<file path="src/rtl/fetch_queue_if.sv">
// Signal bundle between the fetch queue, the instruction memory and the decode stage.
// The queue itself uses the master view; memory/decode/execute models use the slave view.
interface fetch_queue_if #(
  parameter int DEPTH  = 4,
  parameter int ADDR_W = 32,
  parameter int DATA_W = 32
);
  localparam int CNT_W = $clog2(DEPTH + 1);

  logic              im_req;
  logic [ADDR_W-1:0] im_addr;
  logic              im_rvalid;
  logic [DATA_W-1:0] im_rdata;
  logic              redirect;
  logic [ADDR_W-1:0] redirect_addr;
  logic              out_valid;
  logic [ADDR_W-1:0] out_pc;
  logic [DATA_W-1:0] out_inst;
  logic              out_ready;
  logic [CNT_W-1:0]  count;

  modport master (
    output im_req, im_addr, out_valid, out_pc, out_inst, count,
    input  im_rvalid, im_rdata, redirect, redirect_addr, out_ready
  );

  modport slave (
    input  im_req, im_addr, out_valid, out_pc, out_inst, count,
    output im_rvalid, im_rdata, redirect, redirect_addr, out_ready
  );
endinterface

</file>
<file path="src/rtl/fetch_queue.sv">
// Instruction prefetch queue: issues sequential one-cycle-latency fetches and buffers
// returned instructions with their PCs; a redirect flushes queued and in-flight work.
module fetch_queue #(
  parameter int                DEPTH    = 4,
  parameter int                ADDR_W   = 32,
  parameter int                DATA_W   = 32,
  parameter logic [ADDR_W-1:0] RESET_PC = '0
) (
  input  logic           clk,
  input  logic           rst,
  fetch_queue_if.master  fq
);
  localparam int PTR_W = $clog2(DEPTH);
  localparam int CNT_W = $clog2(DEPTH + 1);

  logic [ADDR_W-1:0] fetch_pc_q;
  logic [ADDR_W-1:0] req_pc_q;
  logic              inflight_q;
  logic [PTR_W-1:0]  wr_ptr_q;
  logic [PTR_W-1:0]  rd_ptr_q;
  logic [CNT_W-1:0]  count_q;
  logic [CNT_W-1:0]  count_d;
  logic [ADDR_W-1:0] pc_mem_q   [DEPTH];
  logic [DATA_W-1:0] inst_mem_q [DEPTH];

  logic              issue;
  logic [ADDR_W-1:0] issue_addr;
  logic [CNT_W:0]    credit_used;
  logic              head_valid;
  logic              push;
  logic              pop;

  // NOTE: every signal gets a default at the top of always_comb so no path leaves it
  // unassigned, which would otherwise infer a latch.
  always_comb begin
    credit_used = {1'b0, count_q} + (CNT_W+1)'(inflight_q);
    issue       = 1'b0;
    issue_addr  = fetch_pc_q;
    if (rst) begin
      issue = 1'b0;
    end else if (fq.redirect) begin
      issue      = 1'b1;
      issue_addr = fq.redirect_addr;
    end else begin
      // Credit ignores a same-cycle pop, so a push can never land on a full queue.
      issue = credit_used < (CNT_W+1)'(DEPTH);
    end

    push       = !rst && !fq.redirect && fq.im_rvalid && inflight_q;
    head_valid = !rst && !fq.redirect && (count_q != '0);
    pop        = head_valid && fq.out_ready;

    count_d = count_q;
    if (push && !pop) begin
      count_d = count_q + CNT_W'(1);
    end else if (pop && !push) begin
      count_d = count_q - CNT_W'(1);
    end
  end

  assign fq.im_req    = issue;
  assign fq.im_addr   = issue_addr;
  assign fq.out_valid = head_valid;
  assign fq.out_pc    = rst ? '0 : pc_mem_q[rd_ptr_q];
  assign fq.out_inst  = rst ? '0 : inst_mem_q[rd_ptr_q];
  assign fq.count     = count_q;

  // NOTE: sequential state uses non-blocking assignments so every register samples
  // the pre-edge values regardless of statement order.
  always_ff @(posedge clk) begin
    if (rst) begin
      fetch_pc_q <= RESET_PC;
      req_pc_q   <= '0;
      inflight_q <= 1'b0;
      wr_ptr_q   <= '0;
      rd_ptr_q   <= '0;
      count_q    <= '0;
      // NOTE: the storage is cleared on reset too, so the head shows zeros rather
      // than stale instructions; this costs a reset net on every storage flop.
      for (int i = 0; i < DEPTH; i++) begin
        pc_mem_q[i]   <= '0;
        inst_mem_q[i] <= '0;
      end
    end else begin
      inflight_q <= issue;
      if (issue) begin
        req_pc_q   <= issue_addr;
        fetch_pc_q <= issue_addr + ADDR_W'(4);
      end

      if (fq.redirect) begin
        wr_ptr_q <= '0;
        rd_ptr_q <= '0;
        count_q  <= '0;
      end else begin
        if (push) begin
          pc_mem_q[wr_ptr_q]   <= req_pc_q;
          inst_mem_q[wr_ptr_q] <= fq.im_rdata;
          wr_ptr_q             <= wr_ptr_q + PTR_W'(1);
        end
        if (pop) begin
          rd_ptr_q <= rd_ptr_q + PTR_W'(1);
        end
        count_q <= count_d;
      end
    end
  end
endmodule

</file>
<file path="src/flat_wrapper.sv">
// flat-port wrapper written by rule: the top's interface ports become plain ports
module fetch_queue_flat 
#(
  parameter int                DEPTH    = 4,
  parameter int                ADDR_W   = 32,
  parameter int                DATA_W   = 32,
  parameter logic [ADDR_W-1:0] RESET_PC = '0
)
  (clk, rst, fq_im_req, fq_im_addr, fq_out_valid, fq_out_pc, fq_out_inst, fq_count, fq_im_rvalid, fq_im_rdata, fq_redirect, fq_redirect_addr, fq_out_ready);
  fetch_queue_if #(.DEPTH(DEPTH), .ADDR_W(ADDR_W), .DATA_W(DATA_W)) fq_i ();
  input  logic clk;
  input  logic rst;
  output wire logic [$bits(fq_i.im_req)-1:0] fq_im_req;
  output wire logic [$bits(fq_i.im_addr)-1:0] fq_im_addr;
  output wire logic [$bits(fq_i.out_valid)-1:0] fq_out_valid;
  output wire logic [$bits(fq_i.out_pc)-1:0] fq_out_pc;
  output wire logic [$bits(fq_i.out_inst)-1:0] fq_out_inst;
  output wire logic [$bits(fq_i.count)-1:0] fq_count;
  input wire logic [$bits(fq_i.im_rvalid)-1:0] fq_im_rvalid;
  input wire logic [$bits(fq_i.im_rdata)-1:0] fq_im_rdata;
  input wire logic [$bits(fq_i.redirect)-1:0] fq_redirect;
  input wire logic [$bits(fq_i.redirect_addr)-1:0] fq_redirect_addr;
  input wire logic [$bits(fq_i.out_ready)-1:0] fq_out_ready;
  assign fq_im_req = fq_i.im_req;
  assign fq_im_addr = fq_i.im_addr;
  assign fq_out_valid = fq_i.out_valid;
  assign fq_out_pc = fq_i.out_pc;
  assign fq_out_inst = fq_i.out_inst;
  assign fq_count = fq_i.count;
  assign fq_i.im_rvalid = fq_im_rvalid;
  assign fq_i.im_rdata = fq_im_rdata;
  assign fq_i.redirect = fq_redirect;
  assign fq_i.redirect_addr = fq_redirect_addr;
  assign fq_i.out_ready = fq_out_ready;
  fetch_queue #(.DEPTH(DEPTH), .ADDR_W(ADDR_W), .DATA_W(DATA_W), .RESET_PC(RESET_PC)) u_core (.clk(clk), .rst(rst), .fq(fq_i));
endmodule
</file>
<file path="config.mk">
export PLATFORM = sky130hd
export DESIGN_NAME = fetch_queue_flat
export DESIGN_NICKNAME = d
export VERILOG_FILES = /design/src/rtl/fetch_queue_if.sv /design/src/rtl/fetch_queue.sv /design/src/flat_wrapper.sv
export SDC_FILE = /design/constraint.sdc
export NUM_CORES = 1
export LEC_CHECK = 0
export BUFFER_PORTS_ARGS = -buffer_cell sky130_fd_sc_hd__buf_2
export CAP_MARGIN = 0
export CELL_PAD_IN_SITES_DETAIL_PLACEMENT = 2
export CELL_PAD_IN_SITES_GLOBAL_PLACEMENT = 2
export CORE_MARGIN = 1.5
export CORE_UTILIZATION = 44
export CTS_CLUSTER_DIAMETER = 50
export DETAILED_ROUTE_END_ITERATION = 12
export PLACE_DENSITY_LB_ADDON = 0.12
export SYNTH_ARGS = -nofsm -noshare
export SYNTH_HDL_FRONTEND = slang
export SYNTH_SLANG_ARGS = --single-unit
</file>
<file path="constraint.sdc">
create_clock -name clk -period 7.93 [get_ports clk]
set_clock_uncertainty 0.1 [all_clocks]
set_input_delay 0.3965 -clock clk [delete_from_list [all_inputs] [get_ports clk]]
set_output_delay 0.3965 -clock clk [all_outputs]
set_load 0.03 [all_outputs]
</file>
== Word level (Yosys, flattened, before mapping) ==
Memory sizes are Yosys's and may differ from the RTL's. A register that Yosys moved wholly into a read port is not among the register bits.
Cells that the tools add are included.

* Register bits: 72
* Memory bits (writable): 256
* Output and inout port bits: 101
* Logic and storage cells: 55
* Memories kept: 2

{| class="wikitable"
|+ Memory list
! name !! words !! bits a word !! read ports !! clocked after Yosys merged registers in !! write ports !! RTL line !! RTL
|-
| u_core.inst_mem_q || 4 || 32 || 1 || 1 || 4 || fetch_queue.sv:24 || <nowiki>logic [DATA_W-1:0] inst_mem_q [DEPTH];</nowiki>
|-
| u_core.pc_mem_q || 4 || 32 || 1 || 1 || 4 || fetch_queue.sv:23 || <nowiki>logic [ADDR_W-1:0] pc_mem_q [DEPTH];</nowiki>
|}

* $add $sub $neg: 6
* Order comparisons: 1
* Mux-type cells: 24
* Reductions and logical operators: 16

{| class="wikitable"
|+ Operators with widths
! cell !! number
|-
| 32-bit 2-to-1 mux || 6
|-
| 32-bit OR reduction || 2
|-
| 32-bit by 3-bit adder with 32-bit output (second input constant) || 1
|-
| 2-bit 2-to-1 mux || 6
|-
| 1-bit 2-to-1 mux || 10
|-
| 1-bit logical AND || 7
|-
| 3-bit 2-to-1 mux || 2
|-
| 2-bit by 1-bit adder with 2-bit output (second input constant) || 2
|-
| 3-bit by 1-bit adder with 4-bit output || 1
|-
| 1-bit logical NOT || 4
|-
| 4-bit by 3-bit < comparator with 1-bit output (second input constant) || 1
|-
| 3-bit by 1-bit adder with 3-bit output (second input constant) || 1
|-
| 3-bit nonzero test || 1
|-
| 3-bit by 1-bit subtractor with 3-bit output (second input constant) || 1
|-
| 2-bit nonzero test || 1
|-
| 2-bit OR reduction || 1
|}

== Logic depth before layout (Yosys ltp) ==
Gate-level depths: netlist of run 1.

* Word-level depth: 10
* Mapped depth: 13

== Worst setup path before layout of run 1 ==
No wires, ideal clock.

* Path kind: input to register
* Start: input port fq_redirect
* End: register u_core.fetch_pc_q[26]
* Arrival time: 2.910 ns
* Setup slack: 4.841 ns
* Stages: 13
* Buffers on the path: 4
* Path through: nor2b_1 -> buf_4 -> buf_2 -> buf_4 -> buf_2 -> nand2_1 -> nand2_1 -> ha_1 -> nand4_2 -> nor4_4 -> nand3_1 -> xor2_1 -> a211oi_2

* Cells in the longest elaborated chain, start to end: 3

{| class="wikitable"
|+ RTL lines
! item !! RTL line !! RTL
|-
| start: declaration || flat_wrapper.sv:21 || <nowiki>input wire logic [$bits(fq_i.redirect)-1:0] fq_redirect;</nowiki>
|-
| 32-bit 2-to-1 mux || fetch_queue.sv:41 || <nowiki>end else if (fq.redirect) begin</nowiki>
|-
| 32-bit 2-to-1 mux || fetch_queue.sv:39 || <nowiki>if (rst) begin</nowiki>
|-
| named net fq_im_addr[3] || flat_wrapper.sv:14 || <nowiki>output wire logic [$bits(fq_i.im_addr)-1:0] fq_im_addr;</nowiki>
|-
| 32-bit by 3-bit adder with 32-bit output || fetch_queue.sv:88 || <nowiki>fetch_pc_q <= issue_addr + ADDR_W'(4);</nowiki>
|-
| end signal: assignment || fetch_queue.sv:88 ||
|-
| end: declaration || fetch_queue.sv:16 || <nowiki>logic [ADDR_W-1:0] fetch_pc_q;</nowiki>
|}

The timed path passes the listed nets, and every way through them passes these cells.
A chain may end at the register's enable or synchronous reset.

== Worst setup path after layout of run 1 ==
* Start: register u_core.count_q[1] (netlist: u_core.fq.count[1])
* End: output port fq_im_req

* Cells in the longest elaborated chain, start to end: 4

{| class="wikitable"
|+ RTL lines
! item !! RTL line !! RTL
|-
| start: declaration || fetch_queue.sv:21 || <nowiki>logic [CNT_W-1:0] count_q;</nowiki>
|-
| start signal: assignment || fetch_queue.sv:104 || <nowiki>count_q <= count_d;</nowiki>
|-
| 3-bit by 1-bit adder with 4-bit output || fetch_queue.sv:36 || <nowiki>credit_used = {1'b0, count_q} + (CNT_W+1)'(inflight_q);</nowiki>
|-
| 4-bit by 3-bit < comparator with 1-bit output || fetch_queue.sv:46 || <nowiki>issue = credit_used < (CNT_W+1)'(DEPTH);</nowiki>
|-
| 1-bit 2-to-1 mux || fetch_queue.sv:41 ||
|-
| 1-bit 2-to-1 mux || fetch_queue.sv:39 ||
|-
| end: declaration || flat_wrapper.sv:13 || <nowiki>output wire logic [$bits(fq_i.im_req)-1:0] fq_im_req;</nowiki>
|}

No other way between the ends.

==> load_flow_metrics.sql, run 1 <==
INSERT INTO impl_metrics (metric_group, metric, value, unit) VALUES
('setup_path', 'worst-path-stages', '7', ''),
('placed_design', 'place_hpwl', '27.3', 'mm'),
('grt', 'grt_pass1_wl', '68.9', 'mm'),
('synthesis', 'ys.warnings.count', '0', ''),
('setup_path', 'critical_path_class', 'reg2out', ''),
('synthesis', 'synth_area', '15100', 'um2'),
('routing', 'detail_route.drc_violations', '0', ''),
('floorplanning', 'floorplan_core_area', '33700', 'um2'),
('synthesis', 'synth_top_cells_by_count', 'sky130_fd_sc_hd__and2_1 (258), sky130_fd_sc_hd__edfxtp_1 (256), sky130_fd_sc_hd__nand2_1 (80)', ''),
('placed_design', 'i_o_buffers', '169', ''),
('clock_tree', 'cts-htree-levels', '2', ''),
('setup_path', 'startpoint_type', 'register', ''),
('clock_tree', 'clkSinkCount', '328', ''),
('min_path', 'hold_path.class', 'in2reg', ''),
('timing', 'max_slew.worst_pin.slew', '1.14', 'ns'),
('clock_tree', 'cts_tree', 'built', ''),
('synthesis', 'synthTopCellsByArea', 'sky130_fd_sc_hd__edfxtp_1 (51%), sky130_fd_sc_hd__and2_1 (11%), sky130_fd_sc_hd__dfxtp_1 (9.5%), sky130_fd_sc_hd__mux4_2 (9.5%), sky130_fd_sc_hd__nor2b_1 (2.7%)', ''),
('synthesis', 'synth_ff_type', 'sky130_fd_sc_hd__edfxtp_1', ''),
('timing', 'max_freq', '265', 'MHz'),
('setup_path', 'r2r_cells', '7', ''),
('routing', 'route.detailed.vias_per_inst', '5.49', ''),
('synthesis', 'synth_top_cell_by_area', 'sky130_fd_sc_hd__edfxtp_1', ''),
('floorplanning', 'dieArea', '35500', 'um2'),
('run_status', 'status', 'finished, final reports clean', ''),
('final_layout', 'share_of_post_route_cells_with_drive_strength_above_1', '0.250', ''),
('synthesis', 'synthCells', '1161', ''),
('timing', 'report.final.slew_viol_count', '0', ''),
('routing', 'drt_wirelength', '44.7', 'mm'),
('synthesis', 'postSynthNetCount', '1233', ''),
('setup_path', 'cp_max_fo', '51', ''),
('floorplanning', 'std_cell_rows', '67', ''),
('job', 'cap_violations', '0', ''),
('routing', 'drt-wirelength-per-cell', '24.9', 'um'),
('timing', 'finalHoldViolCount', '0', ''),
('setup_path', 'peak_per_stage_delay_on_the_critical_path', '0.59', 'ns'),
('synthesis', 'synthMostInstantiatedCell', 'sky130_fd_sc_hd__and2_1', ''),
('routing', 'ant_nets', '0', ''),
('timing', 'crit_share_post_route', '0.475', ''),
('synthesis', 'sequential_cell_area_fraction_in_the_yosys_report', '0.603', ''),
('timing', 'setup_viol_count_final', '0', ''),
('setup_path', 'setup.worst_path.start', 'u_core.fq.count[1]$_SDFFE_PP0P_', ''),
('synthesis', 'synthArstFlopShare', '0', ''),
('setup_path', 'timing.critical_path.to_type', 'output port', ''),
('clock_tree', 'cts_resized', '0', ''),
('setup_path', 'regToRegEndpoint', 'u_core.pc_mem_q[1][29]$_SDFFCE_PN0P_', ''),
('clock_tree', 'number_of_hold_repair_buffers_added_at_the_cts_stage', '0', ''),
('timing', 'final.hold.worst_slack', '0.0705', 'ns'),
('grt', 'grt_start_max_net_pins', '69', ''),
('setup_path', 'timing.critical_path.to', 'fq_im_req', ''),
('synthesis', 'synth-seq-cells', '328', ''),
('final_layout', 'syn2layout_area_growth', '17.3', '%'),
('timing', 'grt_setup_unrepaired', 'no', ''),
('grt', 'number_of_global_route_vias_before_repair', '11000', ''),
('grt', 'grt_usage', '0.257', ''),
('clock_tree', 'clk-insertion-delay-late', '0.53', 'ns'),
('floorplanning', 'top_level_ports', '170', ''),
('timing', 'final.setup.tns', '0', 'ns'),
('grt', 'grt.overflow.total', '0', ''),
('power_and_ir_drop', 'worst_ir_drop_vdd', '148', 'uV'),
('setup_path', 'crit_required', '7.43', 'ns'),
('floorplanning', 'die-height', '188', 'um'),
('timing', 'post-route-min-period', '3.77', 'ns'),
('setup_path', 'crit_path_frequent_cell', 'sky130_fd_sc_hd__buf_4', ''),
('clock_tree', 'clk_pin_slew', '0.06', 'ns'),
('routing', 'detailroute.via_count', '9837', ''),
('timing', 'max_slew_headroom_at_the_worst_pin', '0.241', ''),
('floorplanning', 'floorplan.die.width', '188', 'um'),
('setup_path', 'r2r_setup_slack', '4.17', 'ns'),
('power_and_ir_drop', 'leakage_power_summed_over_all_cells', '6.90', 'nW'),
('final_layout', 'antenna_cells', '0', ''),
('synthesis', 'yosys.area.top_type_share', '0.508', '');
power breakdown:
group	internal [W]	leakage (nW)	switching [W]
Sequential	0.00192	3.23	0.0000442
Clock	0.00114	0.651	0.000761
Combinational	0.000100	3.02	0.000216
Total	0.00316	6.90	0.00102
cell type report:
cell class              count  area (um2)  area share
flip-flops and latches    328        9140       0.515
multi-input cells         732        5640       0.318
clock buffers              54        1120      0.0630
repair buffers            183         953      0.0537
well taps                 448         561      0.0316
clock inverters            21         248      0.0140
inverters                  25        93.8     0.00529
state kept, by name, summed over array words and instances, names as in the netlist, named ones only:
signal             count
u_core.inst_mem_q    128
u_core.wr_ptr_q        2
u_core.fq.count        3
u_core.fetch_pc_q     30
u_core.pc_mem_q      128
u_core.inflight_q      1
u_core.req_pc_q       32
u_core.rd_ptr_q        2
layout by cell type (no fill, tap or decap), types with 16 or more instances in the layout:
master / instances
sky130_fd_sc_hd__a211oi_1: 21
sky130_fd_sc_hd__buf_2: 168
sky130_fd_sc_hd__clkbuf_16: 43
sky130_fd_sc_hd__dfxtp_1: 70
sky130_fd_sc_hd__xor2_1: 16
sky130_fd_sc_hd__mux4_2: 64
sky130_fd_sc_hd__nor2_1: 59
sky130_fd_sc_hd__edfxtp_1: 256
sky130_fd_sc_hd__xnor2_1: 18
sky130_fd_sc_hd__nand3_1: 16
sky130_fd_sc_hd__and2_1: 258
sky130_fd_sc_hd__nand2_1: 80
sky130_fd_sc_hd__inv_1: 23
sky130_fd_sc_hd__mux2i_1: 26
sky130_fd_sc_hd__nor2b_1: 65
worst min-delay path by stage:
stage | depth (start not counted) | slack [ns] | endpoint | startpoint
after global placement | 2 | 0.35 | u_core.fetch_pc_q[9]$_SDFFE_PP0P_ | u_core.fetch_pc_q[9]$_SDFFE_PP0P_
after global routing | 2 | 0.08 | u_core.fetch_pc_q[26]$_SDFFE_PP0P_ | rst
after detailed placement | 2 | 0.37 | u_core.fetch_pc_q[9]$_SDFFE_PP0P_ | u_core.fetch_pc_q[9]$_SDFFE_PP0P_
after CTS | 2 | 0.05 | u_core.fetch_pc_q[26]$_SDFFE_PP0P_ | rst
final | 2 | 0.07 | u_core.fetch_pc_q[26]$_SDFFE_PP0P_ | rst
after floorplan | 2 | 0.34 | u_core.fetch_pc_q[9]$_SDFFE_PP0P_ | u_core.fetch_pc_q[9]$_SDFFE_PP0P_
logic make-up (layout without fill, tap and decap cells):
kind of cell	count (synthesis)	count (layout)	synth area share
adder cells (fa/ha/maj)	3	3	0.00298
multiplexers	95	95	0.118
XOR/XNOR	34	34	0.0197
buffers and inverters	101	283	0.0269
AND/OR/NAND/NOR	533	533	0.200
flip-flops	328	328	0.603
AO/OA/AOI/OAI	67	67	0.0291
worst register-to-register path, stage by stage, from the launching register on:
cell                      delay [ns]
sky130_fd_sc_hd__dfxtp_1        0.36
sky130_fd_sc_hd__nand3_1        0.18
sky130_fd_sc_hd__inv_2          0.08
sky130_fd_sc_hd__buf_4          0.59
sky130_fd_sc_hd__nand2_1        0.29
sky130_fd_sc_hd__nor2_4         0.13
sky130_fd_sc_hd__buf_4          0.55
sky130_fd_sc_hd__or2_4          1.03
per-stage QoR:
step,utilization,area (um2),total power (W),worst slack [ns],std cells
6_report,0.527,17700,0.00418,4.16,1791
3_5_place_dp,0.486,16400,0.00232,3.81,1716
4_1_cts,0.527,17700,0.00422,4.07,1791
2_1_floorplan,-,15100,0.00218,4.84,1161
5_1_grt,0.527,17700,0.00431,3.93,1791
3_3_place_gp,0.486,16400,0.00230,3.88,1716
routing by layer:
| layer | part of all wire | GRT usage | up-vias | wire, um |
|---|---|---|---|---|
| met4 | 0.020 | 0.0702 | 0 | 904 |
| met2 | 0.51 | 0.447 | 250 | 22700 |
| met1 | 0.43 | 0.338 | 5122 | 19000 |
| met5 | 0 | 0 | - | 0 |
| met3 | 0.044 | 0.0341 | 61 | 1970 |
| li1 | - | - | 4404 | - |
Power figures use the tool's default switching activity.
==> run 2, diff against run 1 <==
--- a/config.mk
+++ b/config.mk
@@ -10,7 +10,7 @@
 export CELL_PAD_IN_SITES_DETAIL_PLACEMENT = 2
 export CELL_PAD_IN_SITES_GLOBAL_PLACEMENT = 2
 export CORE_MARGIN = 1.5
-export CORE_UTILIZATION = 44
+export CORE_UTILIZATION = 37
 export CTS_CLUSTER_DIAMETER = 50
 export DETAILED_ROUTE_END_ITERATION = 12
 export PLACE_DENSITY_LB_ADDON = 0.12
==> constraint.sdc (replaced) <==
create_clock -name clk -period 3.25 [get_ports clk]
set_clock_uncertainty 0.1 [all_clocks]
set_input_delay 0.1625 -clock clk [delete_from_list [all_inputs] [get_ports clk]]
set_output_delay 0.1625 -clock clk [all_outputs]
set_load 0.03 [all_outputs]
==> load_flow_metrics.sql, run 2 (same netlist as run 1, synthesis figures left out) <==
INSERT INTO impl_metrics (metric_group, metric, value, unit) VALUES
('setup_path', 'r2r_cells', '7', ''),
('clock_tree', 'cts-htree-levels', '2', ''),
('timing', 'max_freq', '354', 'MHz'),
('grt', 'grt_start_max_net_pins', '65', ''),
('placed_design', 'place.detailed.instances', '1814', ''),
('timing', 'post-route-min-period', '2.82', 'ns'),
('grt', 'number_of_global_route_vias_before_repair', '11200', ''),
('grt', 'number_of_antenna_violations_at_the_first_check_in_global_routing', '0', ''),
('setup_path', 'cp_max_fo', '25', ''),
('setup_path', 'critical_path_class', 'reg2out', ''),
('clock_tree', 'clock_path_buffers', '3', ''),
('final_layout', 'final.fill_count', '3940', ''),
('routing', 'detail_route.drc_violations', '0', ''),
('final_layout', 'layout_commonest_cell', 'sky130_fd_sc_hd__and2_1', ''),
('floorplanning', 'die-height', '205', 'um'),
('grt', 'global_route.usage.met1', '0.282', ''),
('job', 'cap_violations', '0', ''),
('clock_tree', 'cts_tree', 'built', ''),
('clock_tree', 'clkSinkCount', '328', ''),
('routing', 'detailroute.via_count', '9843', ''),
('final_layout', 'share_of_post_route_cells_with_drive_strength_above_1', '0.251', ''),
('setup_path', 'startpoint_type', 'register', ''),
('placed_design', 'i_o_buffers', '169', ''),
('final_layout', 'syn2layout_area_growth', '22.9', '%'),
('clock_tree', 'cts-buffers-inserted', '43', ''),
('final_layout', 'final-instance-count-excl-fill', '1941', ''),
('routing', 'drt_pass1_iterations', '7', ''),
('floorplanning', 'top_level_ports', '170', ''),
('placed_design', 'global_placer_s_final_weighted_congestion', '0.793', ''),
('clock_tree', 'clk-insertion-delay-late', '0.56', 'ns'),
('timing', 'max_slew.worst_pin.slew', '0.783', 'ns'),
('grt', 'grt.busiest_layer', 'met2', ''),
('setup_path', 'timing.critical_path.to_type', 'output port', ''),
('setup_path', 'regToRegEndpoint', 'u_core.fetch_pc_q[7]$_SDFFE_PP0P_', ''),
('run_status', 'status', 'finished, final reports clean', ''),
('final_layout', 'final_net_count', '1456', ''),
('floorplanning', 'floorplan.die.width', '205', 'um'),
('routing', 'drt-wirelength-per-cell', '22.3', 'um'),
('power_and_ir_drop', 'worst_ir_drop_vdd', '305', 'uV'),
('floorplanning', 'floorplan_core_area', '40000', 'um2'),
('grt', 'grt_pass1_wl', '67.5', 'mm'),
('min_path', 'hold_path.class', 'in2reg', ''),
('floorplanning', 'std_cell_rows', '73', ''),
('floorplanning', 'dieArea', '42100', 'um2'),
('final_layout', 'finalInstanceArea', '18600', 'um2'),
('final_layout', 'antenna_cells', '0', ''),
('grt', 'met2_usage', '0.372', ''),
('setup_path', 'crit_required', '2.99', 'ns'),
('clock_tree', 'clk_root_buffer_cell', 'sky130_fd_sc_hd__clkbuf_16', ''),
('final_layout', 'layout.cells.most_common_list', 'sky130_fd_sc_hd__and2_1 (258), sky130_fd_sc_hd__edfxtp_1 (256), sky130_fd_sc_hd__buf_2 (168)', ''),
('power_and_ir_drop', 'power.total', '0.0103', 'W'),
('timing', 'final.setup.tns', '0', 'ns'),
('clock_tree', 'clk_pin_slew', '0.06', 'ns'),
('timing', 'report.final.slew_viol_count', '0', ''),
('timing', 'setup_viol_count_final', '0', ''),
('floorplanning', 'initial_util', '0.378', ''),
('power_and_ir_drop', 'leakage_power_summed_over_all_cells', '7.26', 'nW'),
('grt', 'grt.met3_usage', '0.0283', ''),
('routing', 'drt_wirelength', '43.2', 'mm'),
('placed_design', 'place_hpwl', '27.1', 'mm'),
('timing', 'max_slew_headroom_at_the_worst_pin', '0.478', ''),
('timing', 'final.hold.worst_slack', '0.0180', 'ns'),
('routing', 'ant_nets', '0', ''),
('grt', 'grt_usage', '0.214', ''),
('grt', 'grt.overflow.total', '0', ''),
('setup_path', 'r2r_setup_slack', '0.81', 'ns'),
('power_and_ir_drop', 'cellPowerDensity', '552', 'nW/um2'),
('routing', 'route.detailed.vias_per_inst', '5.07', ''),
('routing', 'drt_iter0_markers', '398', ''),
('timing', 'crit_share_post_route', '0.869', ''),
('clock_tree', 'cts_resized', '0', ''),
('final_layout', 'reg_top3', 'u_core.inst_mem_q: 128 flops, u_core.pc_mem_q: 128 flops, u_core.req_pc_q: 32 flops', ''),
('timing', 'grt_setup_unrepaired', 'no', ''),
('setup_path', 'critPathArrivalTime', '2.56', 'ns'),
('timing', 'finalHoldViolCount', '0', ''),
('setup_path', 'worstReg2RegStart', 'u_core.fq.count[1]$_SDFFE_PP0P_', ''),
('setup_path', 'timing.critical_path.to', 'fq_out_inst[6]', ''),
('placed_design', 'postPlaceCellArea', '16700', 'um2');
[run 2: cell types whose count changed in the layout (fill, tap and decap cells not counted)]
cell,previous run,this run
sky130_fd_sc_hd__clkinv_4,3,1
sky130_fd_sc_hd__clkinvlp_4,4,2
sky130_fd_sc_hd__clkinv_2,1,6
sky130_fd_sc_hd__clkbuf_16,43,45
sky130_fd_sc_hd__inv_8,2,0
sky130_fd_sc_hd__buf_12,0,6
sky130_fd_sc_hd__clkinv_1,3,9
sky130_fd_sc_hd__clkbuf_1,11,8
sky130_fd_sc_hd__dlygate4sd3_1,0,50
sky130_fd_sc_hd__buf_4,15,30
sky130_fd_sc_hd__inv_6,3,2
sky130_fd_sc_hd__inv_4,1,0
[run 2: timing repair]
action	in CTS	in global routing
setup buffers	0	0
hold endpoints to repair	164	0
setup endpoints to repair	0	0
hold buffers	50	0
[run 2: metal layers]
layer,vias to the layer above,wire length (um)
met3,49,1710
li1,4564,-
met4,0,641
met2,201,21500
met5,-,0
met1,5029,19300
[run 2: per-stage QoR]
| stage | utilization | setup WS [ns] |
|---|---|---|
| after floorplan | - | 0.395 |
| after global placement | 0.418 | 0.533 |
| after detailed placement | 0.418 | 0.424 |
| after CTS | 0.465 | 0.308 |
| after global routing | 0.465 | 0.217 |
| final | 0.465 | 0.426 |
[run 2: worst min-delay path by stage]
| stage | end | slack, ns | startpoint | cells past startpoint |
|---|---|---|---|---|
| 2_1_floorplan | u_core.req_pc_q[0]$_SDFFE_PP0P_ | 0.21 | fq_redirect_addr[0] | 2 |
| 3_3_place_gp | u_core.fetch_pc_q[10]$_SDFFE_PP0P_ | 0.36 | u_core.fetch_pc_q[10]$_SDFFE_PP0P_ | 2 |
| 3_5_place_dp | u_core.fetch_pc_q[13]$_SDFFE_PP0P_ | 0.37 | u_core.fetch_pc_q[13]$_SDFFE_PP0P_ | 2 |
| 4_1_cts | u_core.fetch_pc_q[24]$_SDFFE_PP0P_ | 0.008 | fq_redirect_addr[24] | 5 |
| 5_1_grt | u_core.req_pc_q[5]$_SDFFE_PP0P_ | 0.06 | fq_redirect_addr[5] | 4 |
| 6_report | u_core.req_pc_q[19]$_SDFFE_PP0P_ | 0.02 | fq_redirect_addr[19] | 3 |
[run 2: final cells by class]
class,instances,area [um2],share of cell area
flip-flops and latches,328,9140,0.491
multi-input cells,732,5640,0.303
clock inverters,24,225,0.0121
well taps,525,657,0.0353
inverters,25,93.8,0.00505
repair buffers,254,1690,0.0907
clock buffers,53,1160,0.0622
[run 2: worst max-delay path: stages (launching register included)]
cell and delay [ns]:
sky130_fd_sc_hd__dfxtp_4 0.72, sky130_fd_sc_hd__buf_4 0.36, sky130_fd_sc_hd__mux4_2 0.54, sky130_fd_sc_hd__nor2b_1 0.17, sky130_fd_sc_hd__buf_2 0.22
[run 2: power by group]
part | total (W) | switching (W) | internal [W] | leakage [nW]
registers | 0.00478 | 0.0000895 | 0.00469 | 3.23
logic | 0.000843 | 0.000537 | 0.000307 | 3.36
clock network | 0.00465 | 0.00181 | 0.00284 | 0.672
==> run 3, diff against run 2 <==
--- a/config.mk
+++ b/config.mk
@@ -6,12 +6,11 @@
 export NUM_CORES = 1
 export LEC_CHECK = 0
 export BUFFER_PORTS_ARGS = -buffer_cell sky130_fd_sc_hd__buf_2
-export CAP_MARGIN = 0
+export CAP_MARGIN = 20
 export CELL_PAD_IN_SITES_DETAIL_PLACEMENT = 2
 export CELL_PAD_IN_SITES_GLOBAL_PLACEMENT = 2
 export CORE_MARGIN = 1.5
-export CORE_UTILIZATION = 37
-export CTS_CLUSTER_DIAMETER = 50
+export CORE_UTILIZATION = 44
 export DETAILED_ROUTE_END_ITERATION = 12
 export PLACE_DENSITY_LB_ADDON = 0.12
 export SYNTH_ARGS = -nofsm -noshare
==> constraint.sdc (replaced) <==
create_clock -name clk -period 3.6 [get_ports clk]
set_clock_uncertainty 0.1 [all_clocks]
set_input_delay 0.18 -clock clk [delete_from_list [all_inputs] [get_ports clk]]
set_output_delay 0.18 -clock clk [all_outputs]
set_load 0.03 [all_outputs]
==> load_flow_metrics.sql, run 3 (same netlist as run 1, synthesis figures left out) <==
INSERT INTO impl_metrics (metric_group, metric, value, unit) VALUES
('final_layout', 'antenna_cells', '0', ''),
('clock_tree', 'clock_path_buffers', '3', ''),
('power_and_ir_drop', 'worst_ir_drop_vdd', '317', 'uV'),
('timing', 'final.setup.tns', '0', 'ns'),
('final_layout', 'reg_top3', 'u_core.inst_mem_q: 128 flops, u_core.pc_mem_q: 128 flops, u_core.req_pc_q: 32 flops', ''),
('routing', 'route.detailed.vias_per_inst', '5.46', ''),
('final_layout', 'final_net_count', '1432', ''),
('min_path', 'hold_path_startpoint', 'fq_redirect_addr[2]', ''),
('placed_design', 'i_o_buffers', '169', ''),
('placed_design', 'place_hpwl', '28.3', 'mm'),
('grt', 'grt_start_max_net_pins', '65', ''),
('power_and_ir_drop', 'p_sw_frac', '0.243', ''),
('timing', 'max_slew.worst_pin.slew', '0.998', 'ns'),
('power_and_ir_drop', 'netSwitchingPower', '0.00212', 'W'),
('routing', 'drt_iter0_markers', '475', ''),
('grt', 'number_of_antenna_violations_at_the_first_check_in_global_routing', '0', ''),
('grt', 'grt_usage', '0.262', ''),
('min_path', 'min_path_cells', '4', ''),
('power_and_ir_drop', 'cellPowerDensity', '482', 'nW/um2'),
('routing', 'drt-wirelength-per-cell', '24.8', 'um'),
('setup_path', 'critPathArrivalTime', '2.71', 'ns'),
('routing', 'drt_pass1_iterations', '5', ''),
('final_layout', 'syn2layout_area_growth', '19.8', '%'),
('clock_tree', 'clkSinkCount', '328', ''),
('timing', 'finalHoldViolCount', '0', ''),
('setup_path', 'critical_path_class', 'reg2out', ''),
('clock_tree', 'number_of_buffers_added_for_setup_after_cts', '0', ''),
('setup_path', 'r2r_setup_slack', '0.97', 'ns'),
('timing', 'max_slew_headroom_at_the_worst_pin', '0.334', ''),
('final_layout', 'final-instance-count-excl-fill', '1835', ''),
('timing', 'finalWorstSetupSlack', '0.608', 'ns'),
('power_and_ir_drop', 'power.sequential.fraction', '0.496', ''),
('floorplanning', 'top_level_ports', '170', ''),
('routing', 'ant_nets', '0', ''),
('setup_path', 'crit_required', '3.32', 'ns'),
('setup_path', 'timing.critical_path.to_type', 'output port', ''),
('floorplanning', 'dieArea', '35500', 'um2'),
('clock_tree', 'cts-buffers-inserted', '38', ''),
('final_layout', 'layout.cells.most_common_list', 'sky130_fd_sc_hd__and2_1 (258), sky130_fd_sc_hd__edfxtp_1 (256), sky130_fd_sc_hd__buf_2 (168)', ''),
('timing', 'final.hold.worst_slack', '0.0327', 'ns'),
('clock_tree', 'cts-htree-levels', '2', ''),
('setup_path', 'cp_max_fo', '55', ''),
('placed_design', 'place.detailed.instances', '1726', ''),
('setup_path', 'r2r_cells', '7', ''),
('timing', 'grt_setup_unrepaired', 'no', ''),
('clock_tree', 'clk-insertion-delay-late', '0.52', 'ns'),
('timing', 'max_freq', '334', 'MHz'),
('placed_design', 'postPlaceCellArea', '16600', 'um2'),
('clock_tree', 'cts_tree', 'built', ''),
('final_layout', 'share_of_post_route_cells_with_drive_strength_above_1', '0.240', ''),
('setup_path', 'worstReg2RegStart', 'u_core.fq.count[1]$_SDFFE_PP0P_', ''),
('routing', 'detailroute.via_count', '10000', ''),
('clock_tree', 'clk_root_buffer_cell', 'sky130_fd_sc_hd__clkbuf_16', ''),
('job', 'cap_violations', '0', ''),
('floorplanning', 'floorplan.die.width', '188', 'um'),
('placed_design', 'global_placer_s_final_weighted_congestion', '0.822', ''),
('min_path', 'hold_end', 'u_core.fetch_pc_q[2]$_SDFFE_PP0P_', ''),
('floorplanning', 'die-height', '188', 'um'),
('floorplanning', 'floorplan_core_area', '33700', 'um2'),
('timing', 'crit_share_post_route', '0.831', ''),
('final_layout', 'final.fill_count', '3227', ''),
('routing', 'detail_route.drc_violations', '0', ''),
('grt', 'grt.overflow.total', '0', ''),
('final_layout', 'layout_commonest_cell', 'sky130_fd_sc_hd__and2_1', ''),
('power_and_ir_drop', 'combPwrFrac', '0.087', ''),
('timing', 'report.final.slew_viol_count', '0', ''),
('placed_design', 'detailedPlace.worstSlack', '0.679', 'ns'),
('grt', 'grt_pass1_wl', '70.5', 'mm'),
('setup_path', 'startpoint_type', 'register', ''),
('power_and_ir_drop', 'power.share.clock', '0.417', ''),
('routing', 'drt_wirelength', '45.6', 'mm'),
('clock_tree', 'clk_pin_slew', '0.06', 'ns'),
('grt', 'number_of_global_route_vias_before_repair', '11300', ''),
('clock_tree', 'number_of_hold_repair_buffers_added_at_the_cts_stage', '42', ''),
('timing', 'setup_viol_count_final', '0', ''),
('power_and_ir_drop', 'internal-power', '0.00662', 'W'),
('power_and_ir_drop', 'leakage_power_summed_over_all_cells', '7.06', 'nW'),
('timing', 'post-route-min-period', '2.99', 'ns'),
('clock_tree', 'cts_resized', '0', ''),
('min_path', 'hold_path.class', 'in2reg', ''),
('setup_path', 'regToRegEndpoint', 'u_core.req_pc_q[7]$_SDFFE_PP0P_', ''),
('run_status', 'status', 'finished, final reports clean', ''),
('final_layout', 'finalInstanceArea', '18100', 'um2'),
('floorplanning', 'std_cell_rows', '67', ''),
('floorplanning', 'initial_util', '0.449', '');
-- run 3: routing by layer --
layer  global-route usage  up-vias  part of all wire
met4               0.0586        0             0.019
met5                    0        -                 0
met3               0.0328       60             0.037
li1                     -     4487                 -
met1                0.343     5228              0.43
met2                0.467      239              0.51
-- run 3: final cells by class --
| type | count | area (um2) | share of cell area |
|---|---|---|---|
| clock buffers | 53 | 1060 | 0.0584 |
| clock inverters | 14 | 88.8 | 0.00490 |
| inverters | 25 | 93.8 | 0.00518 |
| multi-input cells | 732 | 5640 | 0.311 |
| flip-flops and latches | 328 | 9140 | 0.504 |
| well taps | 448 | 561 | 0.0309 |
| repair buffers | 235 | 1550 | 0.0855 |
-- run 3: critical path, stage by stage, from the launching register on --
cell and delay (ns):
sky130_fd_sc_hd__dfxtp_1 0.37, sky130_fd_sc_hd__a31oi_1 0.33, sky130_fd_sc_hd__nor2_1 0.09, sky130_fd_sc_hd__or2_2 0.30
sky130_fd_sc_hd__inv_2 0.72, sky130_fd_sc_hd__buf_2 0.34
-- run 3: per-stage QoR --
| stage | power (W) | util |
|---|---|---|
| detailed placement | 0.00513 | 0.491 |
| global route | 0.00901 | 0.538 |
| CTS | 0.00881 | 0.538 |
| finish | 0.00874 | 0.538 |
| global placement | 0.00508 | 0.491 |
| floorplan | 0.00480 | - |
-- run 3: worst max-delay path by stage --
stage,startpoint,end
2_1_floorplan,fq_redirect,u_core.fetch_pc_q[26]$_SDFFE_PP0P_
3_3_place_gp,rst,u_core.fetch_pc_q[29]$_SDFFE_PP0P_
4_1_cts,u_core.fq.count[1]$_SDFFE_PP0P_,fq_im_req
5_1_grt,u_core.fq.count[1]$_SDFFE_PP0P_,fq_im_req
3_5_place_dp,rst,u_core.fetch_pc_q[29]$_SDFFE_PP0P_
6_report,u_core.fq.count[1]$_SDFFE_PP0P_,fq_im_req
-- run 3: power by group through the flow --
stage	logic (W)	registers, W	clock network, W
after floorplan	0.000443	0.00436	0
after global placement	0.000702	0.00438	0
after detailed placement	0.000724	0.00441	0
after CTS	0.000766	0.00433	0.00371
after global routing	0.000813	0.00434	0.00385
final	0.000760	0.00433	0.00365
